File: src/rtl/mult_div_unit.sv
// Sequential signed multiply/divide unit: radix-2 Booth multiply and signed
// restoring divide, one bit per cycle, results held in registered HI/LO.
module mult_div_unit #(
    parameter int WIDTH = 32
) (
    input  logic             clk,
    input  logic             reset,
    input  logic             start,
    input  logic             op,
    input  logic [WIDTH-1:0] a_in,
    input  logic [WIDTH-1:0] b_in,
    output logic             busy,
    output logic             done,
    output logic [WIDTH-1:0] hi_out,
    output logic [WIDTH-1:0] lo_out,
    output logic             div_zero
);

    localparam int CW = (WIDTH > 1) ? $clog2(WIDTH) : 1;
    localparam logic [CW-1:0] LAST = CW'(WIDTH - 1);

    typedef enum logic [2:0] {
        S_IDLE,
        S_MULT,
        S_DIV,
        S_FIX,
        S_DONE
    } state_t;

    state_t           state;
    logic [CW-1:0]    count;
    // MULT: {acc_hi, acc_lo, q_m1} is the Booth accumulator, operand = sign-extended M.
    // DIV:  acc_hi = partial remainder R, acc_lo = Q, operand = |b|.
    logic [WIDTH:0]   acc_hi;
    logic [WIDTH-1:0] acc_lo;
    logic             q_m1;
    logic [WIDTH:0]   operand;
    logic             neg_q;
    logic             neg_r;

    // Booth step; the extra accumulator bit keeps P_hi - (-2^(W-1)) from overflowing.
    logic [WIDTH:0]     booth_sum;
    logic [2*WIDTH+1:0] booth_shift;

    always_comb begin
        booth_sum = acc_hi;
        case ({acc_lo[0], q_m1})
            2'b01:   booth_sum = acc_hi + operand;
            2'b10:   booth_sum = acc_hi - operand;
            default: booth_sum = acc_hi;
        endcase
        booth_shift = {booth_sum[WIDTH], booth_sum, acc_lo};
    end

    // Restoring divide step.
    logic [WIDTH:0]   r_shift;
    logic [WIDTH+1:0] diff;
    logic             diff_neg;

    always_comb begin
        r_shift  = {acc_hi[WIDTH-1:0], acc_lo[WIDTH-1]};
        diff     = {1'b0, r_shift} - {1'b0, operand};
        diff_neg = diff[WIDTH+1];
    end

    // |a| read as unsigned is exact even for -2^(W-1); |b| carries a spare bit.
    logic [WIDTH-1:0] a_mag;
    logic [WIDTH:0]   b_mag;
    logic [WIDTH-1:0] quot_fix;
    logic [WIDTH-1:0] rem_fix;

    always_comb begin
        a_mag    = a_in[WIDTH-1] ? -a_in : a_in;
        b_mag    = {1'b0, (b_in[WIDTH-1] ? -b_in : b_in)};
        quot_fix = neg_q ? -acc_lo : acc_lo;
        rem_fix  = neg_r ? -acc_hi[WIDTH-1:0] : acc_hi[WIDTH-1:0];
    end

    assign busy = (state != S_IDLE);
    assign done = (state == S_DONE);

    always_ff @(posedge clk or negedge reset) begin
        if (!reset) begin
            state    <= S_IDLE;
            count    <= '0;
            acc_hi   <= '0;
            acc_lo   <= '0;
            q_m1     <= 1'b0;
            operand  <= '0;
            neg_q    <= 1'b0;
            neg_r    <= 1'b0;
            hi_out   <= '0;
            lo_out   <= '0;
            div_zero <= 1'b0;
        end else begin
            case (state)
                S_IDLE: begin
                    if (start) begin
                        count <= '0;
                        if (op && (b_in == '0)) begin
                            // Divide by zero completes at once; HI/LO keep old values.
                            state    <= S_DONE;
                            div_zero <= 1'b1;
                        end else if (op) begin
                            state   <= S_DIV;
                            acc_hi  <= '0;
                            acc_lo  <= a_mag;
                            operand <= b_mag;
                            neg_q   <= a_in[WIDTH-1] ^ b_in[WIDTH-1];
                            neg_r   <= a_in[WIDTH-1];
                        end else begin
                            state   <= S_MULT;
                            acc_hi  <= '0;
                            acc_lo  <= b_in;
                            q_m1    <= 1'b0;
                            operand <= {a_in[WIDTH-1], a_in};
                        end
                    end
                end
                S_MULT: begin
                    acc_hi <= booth_shift[2*WIDTH+1:WIDTH+1];
                    acc_lo <= booth_shift[WIDTH:1];
                    q_m1   <= booth_shift[0];
                    count  <= count + 1'b1;
                    if (count == LAST) begin
                        state    <= S_DONE;
                        hi_out   <= booth_shift[2*WIDTH:WIDTH+1];
                        lo_out   <= booth_shift[WIDTH:1];
                        div_zero <= 1'b0;
                    end
                end
                S_DIV: begin
                    acc_hi <= diff_neg ? r_shift : diff[WIDTH:0];
                    acc_lo <= {acc_lo[WIDTH-2:0], ~diff_neg};
                    count  <= count + 1'b1;
                    if (count == LAST)
                        state <= S_FIX;
                end
                S_FIX: begin
                    state    <= S_DONE;
                    hi_out   <= rem_fix;
                    lo_out   <= quot_fix;
                    div_zero <= 1'b0;
                end
                S_DONE:  state <= S_IDLE;
                default: state <= S_IDLE;
            endcase
        end
    end

endmodule

File: config.mk
export PLATFORM = sky130hd
export DESIGN_NAME = mult_div_unit
export DESIGN_NICKNAME = d
export VERILOG_FILES = /design/src/rtl/mult_div_unit.sv
export SDC_FILE = /design/constraint.sdc
export NUM_CORES = 1
export LEC_CHECK = 0
export ABC_AREA = 1
export CELL_PAD_IN_SITES_DETAIL_PLACEMENT = 0
export CELL_PAD_IN_SITES_GLOBAL_PLACEMENT = 1
export CORE_MARGIN = 3
export CORE_UTILIZATION = 49
export CTS_BUF_LIST = sky130_fd_sc_hd__clkbuf_8 sky130_fd_sc_hd__clkbuf_16
export DETAILED_ROUTE_END_ITERATION = 10
export DONT_BUFFER_PORTS = 1
export HOLD_SLACK_MARGIN = 0.02
export PLACE_DENSITY = 0.88
export SETUP_SLACK_MARGIN = 0.02
export SLEW_MARGIN = 10
export SYNTH_ARGS = -nofsm -noshare
export SYNTH_HDL_FRONTEND = slang
export SYNTH_SLANG_ARGS = --single-unit
File: constraint.sdc
create_clock -name clk -period 9.2 [get_ports clk]
set_clock_uncertainty 0.15 [all_clocks]
set_input_delay 2.3 -clock clk [delete_from_list [all_inputs] [get_ports clk]]
set_output_delay 2.3 -clock clk [all_outputs]
set_load 0.01 [all_outputs]
Word-level counts from Yosys, hierarchy flattened --
Cells that the tools add are included.
Cells by class: $add $sub $neg 8, equality and inequality tests 13, mux-type cells 34, reduce and logical (&&, ||, !) cells 18, bitwise operators 3
Operator list (number):
- $mux 32 | 9
- $mux 33 | 4
- $neg 32->32 | 4
- $pmux 32 s2 | 2
- $pmux 33 s3 | 1
- $pmux 32 s3 | 1
- $pmux 33 s2 | 1
- $sub 33x33->34 | 1
- $add 33x33->33 | 1
- $sub 33x33->33 | 1
- $logic_not 32->1 | 1
- $mux 3 | 4
- $ne 2x2->1 const B | 6
- $pmux 3 s4 | 1
- $reduce_and 4->1 | 3
- $pmux 5 s2 | 1
- $reduce_and 3->1 | 3
- $reduce_bool 3->1 | 3
- $eq 3x2->1 const B | 2
- $mux 1 | 6
- $reduce_bool 2->1 | 3
- $add 5x1->5 const B | 1
- $eq 5x5->1 const B | 1
- $mux 5 | 1
- 13 further kinds | 15
Storage, ports and cells: bits of input ports 68, output and inout port bits 67, word-level logic and storage cells 87, bits in registers 174

Longest topological paths before layout --
depth after elaboration 6, depth in mapped cells 25, depth with buffers taken out 25

Least setup slack after synthesis --
OpenSTA, ideal clock, no wires.
kind input to register, start point input port b_in[0], end point register acc_lo[27], data required time 8916 ps, arrival 3568 ps, setup slack 5348 ps, setup time 134 ps, stages on the path 11, cells stage by stage inv_1 -> ha_1 -> nand3_1 -> nor2_2 -> nand2_2 -> nor2_4 -> nand3_2 -> nand3_2 -> buf_6 -> buf_6 -> a22oi_1
On the way: longest elaborated chain between the ends 4
RTL lines:
- start, declared | RTL line 11 | input logic [WIDTH-1:0] b_in,
- $logic_not 32->1 | RTL line 100 | if (op && (b_in == '0)) begin
- $logic_and 1x1->1 | RTL line 100
- $ne 2x2->1 (no line)
- $reduce_and 3->1 (no line)
- end signal, assigned | RTL line 107 | acc_lo <= a_mag;
- end signal, assigned | RTL line 114 | acc_lo <= b_in;
- end signal, assigned | RTL line 122 | acc_lo <= booth_shift[WIDTH:1];
- end, declared | RTL line 35 | logic [WIDTH-1:0] acc_lo;
No other way between the ends. A chain may end at the register's enable or synchronous reset.

Final worst setup path --
start point input port b_in[0], end point register acc_lo[1]
The elaborated chain is that of the path after synthesis.

==> run summary <==
OUTCOME
------------------------------------------------------------------------------------
Status                                                                  finished, final reports clean

CLOCK TREE
------------------------------------------------------------------------------------
Clock-pin transition on the worst setup and hold timing paths                  70 ps
Number of buffers inserted for hold repair after clock tree synthesis              0
Number of levels the H-tree was split into                                         4
Number of buffers added by the clock tree synthesis step                          17
Count of buffers added by post-CTS timing repair for setup                         0
Buffer cell driving the clock tree root                                    clkbuf_16
Clock tree from TritonCTS                                                       done
Maximum buffer depth of the clock tree                                             2
Total clock sinks                                                                174
Insertion delay to the later sink of the worst-skew pair                      470 ps
Resize count post-CTS                                                              0

FLOORPLANNING
------------------------------------------------------------------------------------
Placeable core region                                                      37800 µm²
IO Pins                                                                          135
Die width                                                                     203 µm
Initial cell density of the core                                               0.500
Row cnt                                                                           71
Floorplan die area                                                         41000 µm²
Vert. Die Dim                                                                 203 µm

STA
------------------------------------------------------------------------------------
Max Clock Freq                                                               215 MHz
Final clock period utilization by the worst path                               0.507
Unrepaired setup endpoints after global routing                                   no
Final total negative setup slack                                                0 ps
Worst Tran Pin Value                                                          966 ps
Setup violations, final                                                            0
Relative slew slack                                                            0.355
Fin. Hold Viols                                                                    0
Fin crit period                                                              4660 ps
Final Max Tran Viols                                                               0

CRITICAL PATH
------------------------------------------------------------------------------------
Slowest library cell on the worst path                                         buf_4
Count of buffer and inverter cells on the critical path                            3
Data arrival, critical path                                                  4820 ps
Slack of the worst reg-to-reg path                                           4730 ps
Path type of the worst setup path                                       input port to register
Highest net fanout along the worst path                                           76
Endpoint type of the worst setup path                                       register
Nature of the critical path startpoint                                    input port
Largest incremental delay on the critical path                                590 ps
Data required time at the worst endpoint                                     9360 ps
Worst-path cell chain                                                   inv_1 > ha_1 > nand3_1 > nor2_2 > nand2_2 > nor2_4 > nand3_2 > nand3_2 > buf_4 > inv_1 > nand2_1 > o21ai_1
Family with the most delay on the worst path                            buffers and inverters

ROUTING
------------------------------------------------------------------------------------
Residual DRC count                                                                 0
Drt via density                                                                 5.79
Number of routed nets with antenna violations                                      0
Avg WL per Cell                                                              20.5 µm
Wire length reported by the detailed router                                 75300 µm
Routed via count                                                               21.3k
First DRT Iteration DRCs                                                        1929
Pre-antenna DRT Iters                                                              6

SYNTH
------------------------------------------------------------------------------------
Cell area after technology mapping                                         18900 µm²
Number of synthesized flops with an enable pin                                     0
Mean post-synth cell area                                                   5.85 µm²
Most frequently used flop master after synthesis                             dfrtp_1
Cell taking the most area after synthesis                                    dfrtp_1
Number of standard cells after synthesis                                        3236
Top cells by area, synth                                                dfrtp_1, nand2_1, inv_1, nand3_1, nor2_1
Top cells by instance count after synthesis                             nand2_1, inv_1, nor2_1, nand3_1, dfrtp_1
Number of nets produced by synthesis                                            3379
Number of synthesis warnings                                                       0
FF+latch count, synth                                                            174
Post-synth ARST share                                                           1.00
Most used standard cell by instance count after synthesis                    nand2_1
Post-synth cell types                                                             50
Sequential share of the synthesized area                                       0.230
Post-synth top area share                                                      0.230

PWR
------------------------------------------------------------------------------------
Maximum ir drop on the vdd rail                                               220 µV
Part of the power in the clock network                                         0.079
PwrDens                                                                   464 nW/µm²
Switch share                                                                   0.615
Seq pwr share                                                                  0.182
Standby leakage power                                                        10.3 nW
Net switching power of the design                                            5.62 mW
Combinational group share of total power                                       0.739
Internal power                                                               3.52 mW

GRT
------------------------------------------------------------------------------------
GR Util All Layers                                                             0.361
First-pass GRT wire length                                                 116000 µm
Remaining global-route overflow                                                    0
Initial antenna violation count                                                    0
Vias in the first global route                                                 20.1k
Maximum number of pins on one net before global-route repair                     175

MIN PATH
------------------------------------------------------------------------------------
Hold crit path type                                                     register to register

PLACEMENT
------------------------------------------------------------------------------------
DP Wirelength                                                               60300 µm
Count of input and output buffers                                                  0
GPL Wtd Cong                                                                    1.01

CELLS AND AREA
------------------------------------------------------------------------------------
Share of cells above drive strength 1                                         0.0335
Share of the core filled with cells in the final layout                        0.521
Post-layout net count                                                           3296
Synth-to-layout area growth                                                    4.13%

RUN
------------------------------------------------------------------------------------
Max-Cap Viols                                                                      0

worst min-delay path: cells and delay by family, from the launching register on:
kind / cells / cell delay [ps]
AOI/OAI and AO/OA: 1 / 60
DFF: 1 / 350
and+or+nand+nor: 1 / 50
per-stage QoR:
stage	total power, mW	hold WS, ps	cells	worst slack, ps	cell area [µm²]
2_1_floorplan	6.31	299	3236	5350	18900
3_3_place_gp	8.20	314	3645	4180	19100
3_5_place_dp	8.27	327	3645	4150	19100
4_1_cts	9.01	345	3676	4620	19700
5_1_grt	9.93	388	3676	4350	19700
6_report	9.14	340	3677	4540	19700
path summary, 6_finish.rpt:
path,from,to,cells after the start
setup / recovery,b_in[0],acc_lo[1]$_DFFE_PN0P_,12
hold / removal,q_m1$_DFFE_PN0P_,q_m1$_DFFE_PN0P_,2
setup reg to reg,state[2]$_DFFE_PN0P_,acc_lo[10]$_DFFE_PN0P_,13
hold reg to reg,q_m1$_DFFE_PN0P_,q_m1$_DFFE_PN0P_,2
max in group asynchronous,reset,acc_hi[22]$_DFFE_PN0P_,0
min in group asynchronous,reset,operand[32]$_DFFE_PN0P_,0
logic make-up (layout without fill, tap and decap cells):
family	after synthesis	after routing	share of synthesized area
flops	174	174	0.230
compound gates	482	482	0.146
other cells	0	1	0
simple gates	1854	1854	0.411
buf+inv	546	475	0.114
fa+ha+maj	75	75	0.0504
xor+xnor	105	105	0.0486
placed cells by master (no fill, tap or decap), types with 18 or more instances in the layout:
master / instances
nand2_1: 1059
inv_1: 417
nor2_1: 325
nand3_1: 310
dfrtp_1: 174
a21oi_1: 166
o21ai_0: 154
xor2_1: 87
ha_1: 73
nand4_1: 66
o211ai_1: 32
o22ai_1: 31
nor3_1: 28
o21ai_1: 24
xnor2_1: 18
o221ai_1: 18
power by group through the flow:
stage	Sequential (mW)	Clock, mW	Combinational (mW)
finish	1.67	0.718	6.75
floorplan	1.46	0	4.85
CTS	1.66	0.725	6.63
detailed placement	1.67	0	6.60
global route	1.70	0.757	7.48
global placement	1.66	0	6.54
layout make-up:
| type | instances | area [µm²] |
|---|---|---|
| well taps | 511 | 639 |
| multi-input cells | 2516 | 12400 |
| inverters | 434 | 1630 |
| diodes | 1 | 2.50 |
| fillers | 4096 | 18100 |
| flip-flops and latches | 174 | 4350 |
| clock buffers | 17 | 425 |
| repair buffers | 10 | 75.1 |
| clock inverters | 14 | 146 |
routing by layer:
layer	GRT usage	wire length [µm]	vias up
li1	-	-	10300
met1	0.430	28900	9861
met2	0.624	36400	920
met3	0.0529	5100	220
met4	0.205	4980	0
met5	0	0	-
sequential cells by signal (all words and copies together), names as in the netlist:
register,count
acc_hi,33
operand,33
acc_lo,32
hi_out,32
lo_out,32
count,5
state,3
div_zero,1
neg_q,1
neg_r,1
q_m1,1
Power figures use the tool's default switching activity.
